[src/rtl/cpu_pkg.sv]
// Shared definitions for the accumulator core: opcode map, FSM states
// and ALU select codes.
package cpu_pkg;

    localparam logic [3:0] OP_NOP = 4'h0;
    localparam logic [3:0] OP_LDA = 4'h1;
    localparam logic [3:0] OP_STA = 4'h2;
    localparam logic [3:0] OP_ADD = 4'h3;
    localparam logic [3:0] OP_SUB = 4'h4;
    localparam logic [3:0] OP_AND = 4'h5;
    localparam logic [3:0] OP_OR  = 4'h6;
    localparam logic [3:0] OP_XOR = 4'h7;
    localparam logic [3:0] OP_LDI = 4'h8;
    localparam logic [3:0] OP_JMP = 4'h9;
    localparam logic [3:0] OP_JZ  = 4'hA;
    localparam logic [3:0] OP_JC  = 4'hB;
    localparam logic [3:0] OP_OUT = 4'hC;
    localparam logic [3:0] OP_SHL = 4'hD;
    localparam logic [3:0] OP_SHR = 4'hE;
    localparam logic [3:0] OP_HLT = 4'hF;

    typedef enum logic [2:0] {
        ST_FETCH, ST_DECODE, ST_MEM, ST_EXEC, ST_OUTW, ST_HALT
    } state_t;

    typedef enum logic [2:0] {
        ALU_PASS, ALU_ADD, ALU_SUB, ALU_AND, ALU_OR, ALU_XOR, ALU_SHL, ALU_SHR
    } alu_op_t;

    // PASS forwards b and keeps C, which covers LDA and LDI.
    function automatic alu_op_t alu_sel(input logic [3:0] op);
        case (op)
            OP_ADD:  return ALU_ADD;
            OP_SUB:  return ALU_SUB;
            OP_AND:  return ALU_AND;
            OP_OR:   return ALU_OR;
            OP_XOR:  return ALU_XOR;
            OP_SHL:  return ALU_SHL;
            OP_SHR:  return ALU_SHR;
            default: return ALU_PASS;
        endcase
    endfunction

endpackage

[src/rtl/cpu_alu.sv]
// Combinational ALU: result plus Z, and C either computed or passed through.
module cpu_alu
    import cpu_pkg::*;
#(
    parameter int DATA_W = 8
) (
    input  logic [DATA_W-1:0] a,
    input  logic [DATA_W-1:0] b,
    input  logic [2:0]        op,
    input  logic              c_in,
    output logic [DATA_W-1:0] result,
    output logic              z,
    output logic              c
);

    logic [DATA_W:0] ext;

    always_comb begin
        ext    = '0;
        result = b;
        c      = c_in;
        case (op)
            ALU_ADD: begin
                ext    = {1'b0, a} + {1'b0, b};
                result = ext[DATA_W-1:0];
                c      = ext[DATA_W];
            end
            // top bit of the widened difference is the borrow
            ALU_SUB: begin
                ext    = {1'b0, a} - {1'b0, b};
                result = ext[DATA_W-1:0];
                c      = ext[DATA_W];
            end
            ALU_AND: result = a & b;
            ALU_OR:  result = a | b;
            ALU_XOR: result = a ^ b;
            ALU_SHL: begin
                result = {a[DATA_W-2:0], 1'b0};
                c      = a[DATA_W-1];
            end
            ALU_SHR: begin
                result = {1'b0, a[DATA_W-1:1]};
                c      = a[0];
            end
            default: ;
        endcase
        z = (result == '0);
    end

endmodule

[src/rtl/acc_cpu_core.sv]
// Multi-cycle accumulator core: fetch/decode FSM, pc, ir, accumulator and
// Z/C flags, with req/ack instruction and data ports and a valid/ready output.
module acc_cpu_core
    import cpu_pkg::*;
#(
    parameter int DATA_W = 8,
    parameter int ADDR_W = 8,
    parameter int PC_W   = 8,
    parameter int OP_W   = 4
) (
    input  logic                   clk,
    input  logic                   reset,
    output logic                   imem_req,
    output logic [PC_W-1:0]        imem_addr,
    input  logic                   imem_ack,
    input  logic [OP_W+ADDR_W-1:0] imem_data,
    output logic                   dmem_req,
    output logic                   dmem_we,
    output logic [ADDR_W-1:0]      dmem_addr,
    output logic [DATA_W-1:0]      dmem_wdata,
    input  logic [DATA_W-1:0]      dmem_rdata,
    input  logic                   dmem_ack,
    output logic [DATA_W-1:0]      out_data,
    output logic                   out_valid,
    input  logic                   out_ready,
    output logic                   halted,
    output logic [DATA_W-1:0]      acc
);

    localparam int IR_W = OP_W + ADDR_W;

    state_t              state_q;
    logic [PC_W-1:0]     pc_q;
    logic [IR_W-1:0]     ir_q;
    logic [DATA_W-1:0]   acc_q, mdr_q, out_q;
    logic                z_q, c_q;

    logic [OP_W-1:0]     ir_op;
    logic [ADDR_W-1:0]   ir_k;
    logic [31:0]         op_ext;
    logic [3:0]          opc;
    logic [PC_W-1:0]     jmp_tgt;
    logic [DATA_W-1:0]   alu_b, alu_res;
    logic                alu_z, alu_c;

    assign ir_op   = ir_q[IR_W-1 -: OP_W];
    assign ir_k    = ir_q[ADDR_W-1:0];
    // opcodes beyond the 4-bit map behave as NOP
    assign op_ext  = 32'(ir_op);
    assign opc     = (op_ext[31:4] == '0) ? op_ext[3:0] : OP_NOP;
    assign jmp_tgt = PC_W'(ir_k);
    assign alu_b   = (state_q == ST_EXEC) ? mdr_q : DATA_W'(ir_k);

    cpu_alu #(.DATA_W(DATA_W)) u_alu (
        .a      (acc_q),
        .b      (alu_b),
        .op     (alu_sel(opc)),
        .c_in   (c_q),
        .result (alu_res),
        .z      (alu_z),
        .c      (alu_c)
    );

    always_ff @(posedge clk or posedge reset) begin
        if (reset) begin
            state_q <= ST_FETCH;
            pc_q    <= '0;
            ir_q    <= '0;
            acc_q   <= '0;
            mdr_q   <= '0;
            out_q   <= '0;
            z_q     <= 1'b0;
            c_q     <= 1'b0;
        end else begin
            case (state_q)
                ST_FETCH: if (imem_ack) begin
                    ir_q    <= imem_data;
                    pc_q    <= pc_q + PC_W'(1);
                    state_q <= ST_DECODE;
                end
                ST_DECODE: begin
                    state_q <= ST_FETCH;
                    case (opc)
                        OP_LDA, OP_STA, OP_ADD, OP_SUB,
                        OP_AND, OP_OR, OP_XOR: state_q <= ST_MEM;
                        OP_OUT: begin
                            out_q   <= acc_q;
                            state_q <= ST_OUTW;
                        end
                        OP_HLT: state_q <= ST_HALT;
                        OP_JMP: pc_q <= jmp_tgt;
                        OP_JZ:  if (z_q) pc_q <= jmp_tgt;
                        OP_JC:  if (c_q) pc_q <= jmp_tgt;
                        OP_LDI, OP_SHL, OP_SHR: begin
                            acc_q <= alu_res;
                            z_q   <= alu_z;
                            c_q   <= alu_c;
                        end
                        default: ;
                    endcase
                end
                ST_MEM: if (dmem_ack) begin
                    if (opc == OP_STA) begin
                        state_q <= ST_FETCH;
                    end else begin
                        mdr_q   <= dmem_rdata;
                        state_q <= ST_EXEC;
                    end
                end
                ST_EXEC: begin
                    acc_q   <= alu_res;
                    z_q     <= alu_z;
                    c_q     <= alu_c;
                    state_q <= ST_FETCH;
                end
                ST_OUTW: if (out_ready) state_q <= ST_FETCH;
                ST_HALT: ;
                default: state_q <= ST_FETCH;
            endcase
        end
    end

    // Requests decode straight from the state so reset drops them at once.
    assign imem_req   = (state_q == ST_FETCH) && !reset;
    assign imem_addr  = pc_q;
    assign dmem_req   = (state_q == ST_MEM);
    assign dmem_we    = dmem_req && (opc == OP_STA);
    assign dmem_addr  = ir_k;
    assign dmem_wdata = acc_q;
    assign out_data   = out_q;
    assign out_valid  = (state_q == ST_OUTW);
    assign halted     = (state_q == ST_HALT);
    assign acc        = acc_q;

endmodule

[config.mk]
export PLATFORM = sky130hd
export DESIGN_NAME = acc_cpu_core
export DESIGN_NICKNAME = d
export VERILOG_FILES = /design/src/rtl/cpu_pkg.sv /design/src/rtl/cpu_alu.sv /design/src/rtl/acc_cpu_core.sv
export SDC_FILE = /design/constraint.sdc
export NUM_CORES = 1
export LEC_CHECK = 0
export ABC_AREA = 0
export CAP_MARGIN = 0
export CORE_AREA = 3 3 88 90
export DETAILED_ROUTE_END_ITERATION = 10
export DIE_AREA = 0 0 91 93
export PLACE_DENSITY_LB_ADDON = 0.3
export SETUP_SLACK_MARGIN = 0.2
export SYNTH_ARGS = -nofsm -noshare
export SYNTH_HDL_FRONTEND = slang
export SYNTH_SLANG_ARGS = --single-unit
export TNS_END_PERCENT = 20
[constraint.sdc]
create_clock -name clk -period 4.85 [get_ports clk]
set_input_delay 0.7275 -clock clk [delete_from_list [all_inputs] [get_ports clk]]
set_output_delay 0.7275 -clock clk [all_outputs]
set_load 0.01 [all_outputs]
After elaboration in Yosys (flattened, before gate mapping). Index checks and enable logic that the tools add are counted.

Bits in registers: 49. Input bits: 25. Output and inout port bits: 45.

Add/subtract/negate cells: 3. Equal/unequal tests: 34. Multiplexer cells: 21. Bitwise operators: 5. Reductions and logical operators: 15.

Operator list (number): 8-bit case mux with 7 select lines (1); 8-bit two-way mux (5); 4-bit == test (second input constant) (8); 8-bit case mux with 2 select lines (2); 8-bit case mux with 3 select lines (1); 3-bit case mux with 7 select lines (1); 3-bit == test (second input constant) (6); 4-bit by 3-bit == test with 1-bit output (second input constant) (4); 3-bit case mux with 5 select lines (1); 3-bit by 2-bit == test with 1-bit output (second input constant) (4); 8-bit by 8-bit adder with 9-bit output (1); 3-bit two-way mux (3); 3-bit case mux with 3 select lines (1); 8-bit by 8-bit subtractor with 9-bit output (1); 8-bit by 1-bit adder with 8-bit output (second input constant) (1); 8-bit bitwise AND (1); 4-bit by 2-bit == test with 1-bit output (second input constant) (2); 8-bit zero test (1); 8-bit OR (1); 8-bit XOR (1); 7-bit OR reduction (1); 3-bit by 1-bit == test with 1-bit output (second input constant) (2); 2-bit by 1-bit != test with 1-bit output (second input constant) (3); 3-bit != test (second input constant) (2); other kinds (17) (24).

Depth between registers and ports, before layout. Gate-level depths: netlist of run 1.

Word-level depth: 7. Gate-level depth with buffers: 14. Depth with buffers taken out: 13.

Modules after synthesis. A second synthesis of run 1 with hierarchy kept.

Cells, all modules: 433. Area total of the unflattened synthesis: 4111.4 µm².

Modules (own cells, without submodules): acc_cpu_core (times used 1, cells each 218, area each 2572.5 µm²); cpu_alu (times used 1, cells each 215, area each 1539.0 µm²).

Worst setup path before layout of run 1. No wires, ideal clock.

Path kind: flip-flop to flip-flop. Start point: register state_q[2]. End point: register z_q. Setup time: 0.092 ns. Arrival time: 2.807 ns. Required time: 4.758 ns. Setup slack: 1.952 ns. Stages on the path, launching flop included: 15. Buffers on the path: 1. Period minus slack after synthesis: 2.898 ns. Cells stage by stage: dfrtp_1 -> buf_2 -> nor2b_4 -> nand2_2 -> mux2i_1 -> inv_1 -> ha_1 -> fa_1 -> mux2i_1 -> nor3_1 -> a311oi_1 -> mux2i_1 -> nor4_2 -> nand3_1 -> o31ai_2.

Cells in the longest elaborated chain, start to end: 7. Elaborated cells on any way between the ends: 15. Classes of those cells: 2 x add/sub; 3 x eq/ne; 4 x mux; 3 x bitwise; 3 x reduce/logical.

Ends and longest elaborated chain: start: declaration (line acc_cpu_core.sv:32) `state_t state_q;`; start signal: assignment (line acc_cpu_core.sv:66) `state_q <= ST_FETCH;`; start signal: assignment (line acc_cpu_core.sv:79) `state_q <= ST_DECODE;`; start signal: assignment (line acc_cpu_core.sv:82) `state_q <= ST_FETCH;`; 3-bit by 2-bit == test with 1-bit output (line acc_cpu_core.sv:52, acc_cpu_core.sv:75); 8-bit two-way mux (line acc_cpu_core.sv:52) `assign alu_b = (state_q == ST_EXEC) ? mdr_q : DATA_W'(ir_k);`; 8-bit by 8-bit subtractor with 9-bit output, or another cell as far along (line cpu_alu.sv:30) `ext = {1'b0, a} - {1'b0, b};`; 8-bit case mux with 7 select lines (line cpu_alu.sv:22) `case (op)`; 8-bit zero test (line cpu_alu.sv:47) `z = (result == '0);`; 1-bit two-way mux (line acc_cpu_core.sv:83) `case (opc)`; 1-bit case mux with 2 select lines (line acc_cpu_core.sv:75) `case (state_q)`; end signal: assignment (line acc_cpu_core.sv:96) `z_q <= alu_z;`; end signal: assignment (line acc_cpu_core.sv:112) `z_q <= alu_z;`; end: declaration (line acc_cpu_core.sv:36) `logic z_q, c_q;`.

Parallel ways exist; a longest one is shown, timed or not. The select of a mux whose other input is x is not followed. A chain may end at the register's enable or synchronous reset.

Worst setup path in the final report of run 1.
Start point: register state_q[0]. End point: register z_q.

Same word-level chain as after synthesis.

==> results.sh, run 1 <==
export IMPL_ys_seq_elements=49
export IMPL_grt_pass1_wl_mm=17.8
export IMPL_yosysTopAreaCell="dfrtp_1"
export IMPL_synthFlopType="dfrtp_1"
export IMPL_grt_max_degree=50
export IMPL_finClkSkew_ns=0.00764
export IMPL_core_area_um2=7140
export IMPL_postSynthCellCount=467
export IMPL_intPower_mw=1.88
export IMPL_path_buf_inv=1
export IMPL_wire_per_inst_um=18.5
export IMPL_pwr_share_clk_pct=7.9
export IMPL_cts_hold_fix_buffers=0
export IMPL_postCtsResizedCells=0
export IMPL_worst_pin_slew_ns=1.08
export IMPL_ir_drop_v=0.000351
export IMPL_overflow=0
export IMPL_area_delta_synth_final_pct=16.0
export IMPL_layout_common_cells="clkdlybuf4s50_1 (69), dfrtp_1 (49), o21ai_0 (41), nand2_1 (37), a21oi_1 (33)"
export IMPL_drc=0
export IMPL_fmax_mhz=265
export IMPL_io_pins=70
export IMPL_synth_area_top_cells="dfrtp_1 (30%), ha_1 (7.7%), o21ai_0 (5.0%)"
export IMPL_syn_avg_cell_area_um2=8.73
export IMPL_hold_class="flop to flop"
export IMPL_p_comb_share_pct=69.1
export IMPL_num_vias=3719
export IMPL_final_max_slew_viol_count=0
export IMPL_switchingPower_mw=1.89
export IMPL_row_count=31
export IMPL_cts_setup_buffers=0
export IMPL_grt_pass1_vias=3572
export IMPL_initial_utilization_pct=57.1
export IMPL_antenna_found_initial=0
export IMPL_critPathKind="flop to flop"
export IMPL_die_y_um=93
export IMPL_cellPowerDensity_nw_per_um2=798
export IMPL_hold_slack_ns=0.483
export IMPL_crit_required_ns=5.07
export IMPL_cpLargestDelayFamily="compound AO/OA/AOI/OAI gates"
export IMPL_ys_warn_count=0
export IMPL_clockBufferDepth=2
export IMPL_fin_crit_sh_pct=77.8
export IMPL_clk_latency_ns=0.31
export IMPL_viasPerCell=6.19
export IMPL_finalCriticalPeriod_ns=3.77
export IMPL_pwr_share_seq_pct=23.0
export IMPL_drt_first_pass_iters=8
export IMPL_layout_setup_ws_ns=1.08
export IMPL_p_leak_nw=2.02
export IMPL_synth_edff_count=0
export IMPL_cts_tree="yes"
export IMPL_finalSetupViolations=0
export IMPL_wl_mm=11.1
export IMPL_p_sw_share_pct=50.2
export IMPL_finalSetupTns_ns=0
export IMPL_cp_start_kind="flop"
export IMPL_slew_limit_headroom_pct=27.7
export IMPL_critPathCaptureType="flop"
export IMPL_cpPeakStageDelay_ns=0.53
export IMPL_dieArea_um2=8460
export IMPL_final_common_cell="clkdlybuf4s50_1"
export IMPL_drt_iter0_markers=381
export IMPL_place_congestion=0.952
export IMPL_finalHoldViolCount=0
export IMPL_antennaDiodeCount=0
export IMPL_post_synth_top_area_fraction_pct=30.1
export IMPL_numCtsBuffers=5
export IMPL_synth_nets=519
export IMPL_status="finished, final reports clean"
export IMPL_postRouteAntennaNets=0
export IMPL_clock_sinks=49
export IMPL_place_hpwl_mm=8.34
export IMPL_drv_cap=0
export IMPL_cp_arrival_ns=3.99
export IMPL_netlist_area_um2=4080
export IMPL_path_clk_slew_ns=0.09
export IMPL_rsz0062_at_grt="no"
export IMPL_synth_cell_types=72
export IMPL_final_nets=553
export IMPL_seq_area_frac_synth_pct=30.1
export IMPL_slowest_stage="dfrtp_1"
export IMPL_finalPower_mw=3.77
export IMPL_cp_max_fo=12
export IMPL_pre_cts_slack_ns=1.17
export IMPL_grt_total_usage_pct=26.0
export IMPL_port_buffers=69
export IMPL_cp_cell_sequence="nor2b_4, nand2_2, mux2i_1, inv_1, ha_1, fa_1, o21bai_1, a21oi_1, o31ai_1, nor3_1, o32ai_1, nand2_1, o31ai_2"
export IMPL_h_tree_depth=2
export IMPL_drive_above_1_share_pct=8.37
export IMPL_async_flop_share_pct=100
export IMPL_root_buffer="clkbuf_8"
export IMPL_dieWidth_um=91
[registers in the layout, indices dropped and copies added (netlist names)]
| name | cells |
|---|---|
| out_data | 8 |
| ir_q | 12 |
| imem_addr | 8 |
| acc | 8 |
| mdr_q | 8 |
| state_q | 3 |
| c_q | 1 |
| z_q | 1 |
[worst min-delay path: stages, from the launching register on]
cell and delay, ns:
dfrtp_1 0.35, nand2_1 0.04, o21ai_0 0.06
[Yosys cell counts, types with 2 or more instances]
| library cell | instances |
|---|---|
| a2111oi_0 | 2 |
| a211o_1 | 2 |
| a211oi_1 | 4 |
| a21o_1 | 5 |
| a21oi_1 | 33 |
| a221o_1 | 2 |
| a22o_1 | 2 |
| a22oi_1 | 3 |
| a311oi_1 | 2 |
| a31oi_1 | 4 |
| and2b_1 | 2 |
| and3_1 | 4 |
| buf_2 | 9 |
| buf_4 | 21 |
| buf_6 | 4 |
| clkbuf_1 | 10 |
| dfrtp_1 | 49 |
| fa_1 | 2 |
| ha_1 | 25 |
| inv_1 | 28 |
| mux2_1 | 6 |
| mux2_2 | 17 |
| mux2i_1 | 17 |
| nand2_1 | 37 |
| nand2b_1 | 7 |
| nand3_1 | 11 |
| nand3b_1 | 2 |
| nor2_1 | 26 |
| nor2b_1 | 7 |
| nor3_1 | 12 |
| nor3b_1 | 4 |
| nor4_1 | 3 |
| nor4b_1 | 3 |
| o21ai_0 | 41 |
| o21ai_1 | 6 |
| o21bai_1 | 3 |
| o22a_1 | 3 |
| o22ai_1 | 9 |
| o31ai_1 | 3 |
| o32ai_1 | 4 |
| xor2_1 | 2 |
[per-layer routing]
metal / track usage (%) / wire [um] / vias up / share of wire (%)
li1: - / - / 1745 / -
met1: 35.8 / 4720 / 1755 / 42
met2: 42.1 / 5180 / 194 / 47
met3: 4.02 / 967 / 25 / 8.7
met4: 8.29 / 234 / 0 / 2.1
met5: 0 / 0 / - / 0
[through the flow]
stage          instances  util [%]  area, um2
6_report             601      66.3       4730
5_1_grt              601      66.3       4730
4_1_cts              601      66.3       4730
3_5_place_dp         593      64.6       4610
3_3_place_gp         593      64.6       4610
2_1_floorplan        467         -       4080
[power by group through the flow]
stage	clock, mW	combinational [mW]	sequential, mW
4_1_cts	0.306	2.56	0.864
5_1_grt	0.319	2.84	0.902
3_3_place_gp	0	2.52	0.867
3_5_place_dp	0	2.55	0.871
2_1_floorplan	0	1.94	0.789
6_report	0.299	2.61	0.867
[kinds of logic (layout without fill, tap and decap cells)]
family	Yosys count	after routing	synth area share [%]
AO/OA/AOI/OAI	143	143	23.0
AND/OR/NAND/NOR	132	132	17.2
buffers and inverters	73	108	9.94
flip-flops	49	49	30.1
multiplexers	40	40	10.5
adder cells (fa/ha/maj)	27	27	8.66
XOR/XNOR	3	3	0.645
[final timing paths]
path                            slack (ns)                      end  cells after the start                    start
worst max-delay path                  1.08          z_q$_DFFE_PP0P_                     13   state_q[0]$_DFFE_PP0P_
worst min-delay path                  0.48  out_data[4]$_DFFE_PP0P_                      2  out_data[4]$_DFFE_PP0P_
worst max register to register        1.08          z_q$_DFFE_PP0P_                     13   state_q[0]$_DFFE_PP0P_
worst min register to register        0.48  out_data[4]$_DFFE_PP0P_                      2  out_data[4]$_DFFE_PP0P_
max in group asynchronous             3.21       acc[4]$_DFFE_PP0P_                      2                    reset
min in group asynchronous             1.01   state_q[1]$_DFFE_PP0P_                      2                    reset
[cell type report]
type / instances / area, um2
tap: 99 / 124
clock buffer: 5 / 68.8
fill: 610 / 2410
multi-input combinational: 345 / 2440
timing repair buffer: 72 / 713
inverter: 28 / 105
sequential: 49 / 1230
clock inverter: 3 / 46.3
No activity file was read; power rests on OpenSTA's default activity.
==> run 2, diff against run 1 <==
--- a/config.mk
+++ b/config.mk
@@ -7,9 +7,9 @@
 export LEC_CHECK = 0
 export ABC_AREA = 0
 export CAP_MARGIN = 0
-export CORE_AREA = 3 3 88 90
+export CORE_AREA = 3 3 91 93
 export DETAILED_ROUTE_END_ITERATION = 10
-export DIE_AREA = 0 0 91 93
+export DIE_AREA = 0 0 94 96
 export PLACE_DENSITY_LB_ADDON = 0.3
 export SETUP_SLACK_MARGIN = 0.2
 export SYNTH_ARGS = -nofsm -noshare
==> constraint.sdc (replaced) <==
create_clock -name clk -period 3.7 [get_ports clk]
set_input_delay 0.555 -clock clk [delete_from_list [all_inputs] [get_ports clk]]
set_output_delay 0.555 -clock clk [all_outputs]
set_load 0.01 [all_outputs]
==> run 2 against run 1 <==
Net effect: global-route usage fell by 0.66 points; non-clock buffer count rose by 11; worst setup slack got worse by 0.67 ns; utilization fell by 3.0 points.
==> results.sh, run 2 (synthesis gave the netlist of run 1 again) <==
export IMPL_status="finished, final reports clean"
export IMPL_final_nets=564
export IMPL_cpLargestDelayFamily="compound AO/OA/AOI/OAI gates"
export IMPL_top_register="ir_q"
export IMPL_drt_iter0_markers=353
export IMPL_clockBufferDepth=2
export IMPL_met3_length_um=920
export IMPL_path_clk_slew_ns=0.11
export IMPL_grt_pass1_vias=3489
export IMPL_dieWidth_um=94
export IMPL_grt_total_usage_pct=25.3
export IMPL_antenna_found_initial=0
export IMPL_crit_required_ns=3.93
export IMPL_overflow=0
export IMPL_finalSetupViolations=0
export IMPL_p_comb_share_pct=70.2
export IMPL_dieArea_um2=9020
export IMPL_antennaDiodeCount=0
export IMPL_path_buf_inv=1
export IMPL_p_sw_share_pct=50.6
export IMPL_pwr_share_seq_pct=23.1
export IMPL_finClkSkew_ns=0.0170
export IMPL_fin_util_pct=63.2
export IMPL_drc=0
export IMPL_core_area_um2=7610
export IMPL_cellPowerDensity_nw_per_um2=1040
export IMPL_intPower_mw=2.48
export IMPL_grt_max_degree=50
export IMPL_fin_crit_sh_pct=89.0
export IMPL_worst_pin_slew_ns=1.03
export IMPL_largest_register_ffs=12
export IMPL_slowest_stage="dfrtp_2"
export IMPL_viasPerCell=6.05
export IMPL_port_buffers=69
export IMPL_cp_arrival_ns=3.52
export IMPL_cpPeakStageDelay_ns=0.48
export IMPL_final_common_cell="clkdlybuf4s50_1"
export IMPL_finalPower_mw=5.03
export IMPL_h_tree_depth=2
export IMPL_hold_slack_ns=0.484
export IMPL_num_vias=3722
export IMPL_root_buffer="clkbuf_8"
export IMPL_io_pins=70
export IMPL_die_y_um=96
export IMPL_critPathKind="flop to flop"
export IMPL_switchingPower_mw=2.54
export IMPL_cp_max_fo=9
export IMPL_postRouteAntennaNets=0
export IMPL_p_leak_nw=2.06
export IMPL_place_congestion=0.972
export IMPL_dr_wl_met2_mm=5.07
export IMPL_slew_limit_headroom_pct=31.4
export IMPL_final_max_slew_viol_count=0
export IMPL_drv_cap=0
export IMPL_clk_latency_ns=0.32
export IMPL_rsz0062_at_grt="no"
export IMPL_wl_mm=11.4
export IMPL_numCtsBuffers=5
export IMPL_drt_first_pass_iters=5
export IMPL_cts_tree="yes"
export IMPL_place_hpwl_mm=8.51
export IMPL_wire_per_inst_um=18.5
export IMPL_pwr_share_clk_pct=6.7
export IMPL_row_count=32
export IMPL_ir_drop_v=0.000592
export IMPL_area_delta_synth_final_pct=18.0
export IMPL_drive_above_1_share_pct=11.1
export IMPL_finalHoldViolCount=0
export IMPL_met1_length_mm=5.10
export IMPL_grt_pass1_wl_mm=18.0
export IMPL_initial_utilization_pct=53.6
export IMPL_cp_start_kind="flop"
export IMPL_fillCellCount=647
export IMPL_clock_sinks=49
export IMPL_dp_cells=606
export IMPL_highest_layer="met4"
export IMPL_fmax_mhz=304
export IMPL_final_cells=615
export IMPL_finalSetupTns_ns=0
export IMPL_finalCriticalPeriod_ns=3.29
export IMPL_cp_cell_sequence="nor2b_4, nand2_4, mux2i_2, inv_1, ha_1, fa_1, a21oi_1, o21ai_0, mux2i_1, nand3_1, o32ai_2, nand2_1, o31ai_2"
export IMPL_critPathCaptureType="flop"
export IMPL_r2r_slack_ns=0.41
export IMPL_layout_common_cells="clkdlybuf4s50_1 (69), dfrtp_1 (48), o21ai_0 (41), nand2_1 (37), a21oi_1 (33)"
export IMPL_hold_class="flop to flop"
==> run 2: cell types whose count changed in the layout (fill, tap and decap cells not counted) <==
cell | previous run | this run
mux2i_2 | 0 | 2
bufinv_16 | 1 | 0
nand2_2 | 1 | 0
clkinv_4 | 1 | 0
nand2_4 | 0 | 1
buf_4 | 3 | 14
dfrtp_2 | 0 | 1
o32ai_2 | 0 | 1
o32ai_1 | 4 | 3
mux2i_1 | 17 | 15
clkinv_2 | 0 | 1
inv_6 | 0 | 1
dfrtp_1 | 49 | 48
==> run 2: repair_timing <==
item / CTS / global route
buffers inserted: 0 / 1
hold buffers: 0 / 0
setup endpoints to repair: 0 / 2
resized for setup: 0 / 5
endpoints found under the hold margin: 0 / 0
==> run 2: power groups by stage <==
| stage | combinational [mW] | clock [mW] | sequential [mW] |
|---|---|---|---|
| after floorplan | 2.54 | 0 | 1.03 |
| after detailed placement | 3.42 | 0 | 1.16 |
| final | 3.53 | 0.335 | 1.16 |
| after global placement | 3.35 | 0 | 1.14 |
| after CTS | 3.44 | 0.339 | 1.15 |
| after global routing | 3.83 | 0.368 | 1.21 |
==> run 2: final cells by class <==
type / instances / area, um2 / share of cell area (%)
sequential: 49 / 1230 / 25.5
clock inverter: 3 / 21.3 / 0.442
timing repair buffer: 83 / 796 / 16.5
clock buffer: 5 / 68.8 / 1.43
tap: 102 / 128 / 2.65
inverter: 28 / 105 / 2.18
multi-input combinational: 345 / 2460 / 51.2
==> run 2: layer usage <==
metal,global-route usage (%),vias to the layer above
met2,37.9,183
li1,-,1766
met1,36.2,1749
met5,0,-
met4,9.99,0
met3,4.46,24
==> run 2: worst register-to-register path: cells and delay by family, from the launching register on <==
kind	cells	cell delay (ns)
compound gates	4	0.97
fa+ha+maj	2	0.68
simple gates	4	0.54
flops	1	0.48
mux	2	0.44
buf+inv	1	0.10
==> run 2: per-stage QoR <==
| stage | setup WS [ns] | instance area, um2 |
|---|---|---|
| floorplan | 0.802 | 4080 |
| global placement | 0.435 | 4690 |
| detailed placement | 0.283 | 4690 |
| CTS | 0.248 | 4780 |
| global route | 0.225 | 4810 |
| finish | 0.407 | 4810 |
==> run 2: worst paths after layout <==
check	from	to	depth (start not counted)
max in group asynchronous	reset	state_q[2]$_DFFE_PP0P_	2
worst min register to register	out_data[7]$_DFFE_PP0P_	out_data[7]$_DFFE_PP0P_	2
worst max register to register	state_q[2]$_DFFE_PP0P_	z_q$_DFFE_PP0P_	13
min in group asynchronous	reset	state_q[1]$_DFFE_PP0P_	2
worst max-delay path	state_q[2]$_DFFE_PP0P_	z_q$_DFFE_PP0P_	13
worst min-delay path	out_data[7]$_DFFE_PP0P_	out_data[7]$_DFFE_PP0P_	2
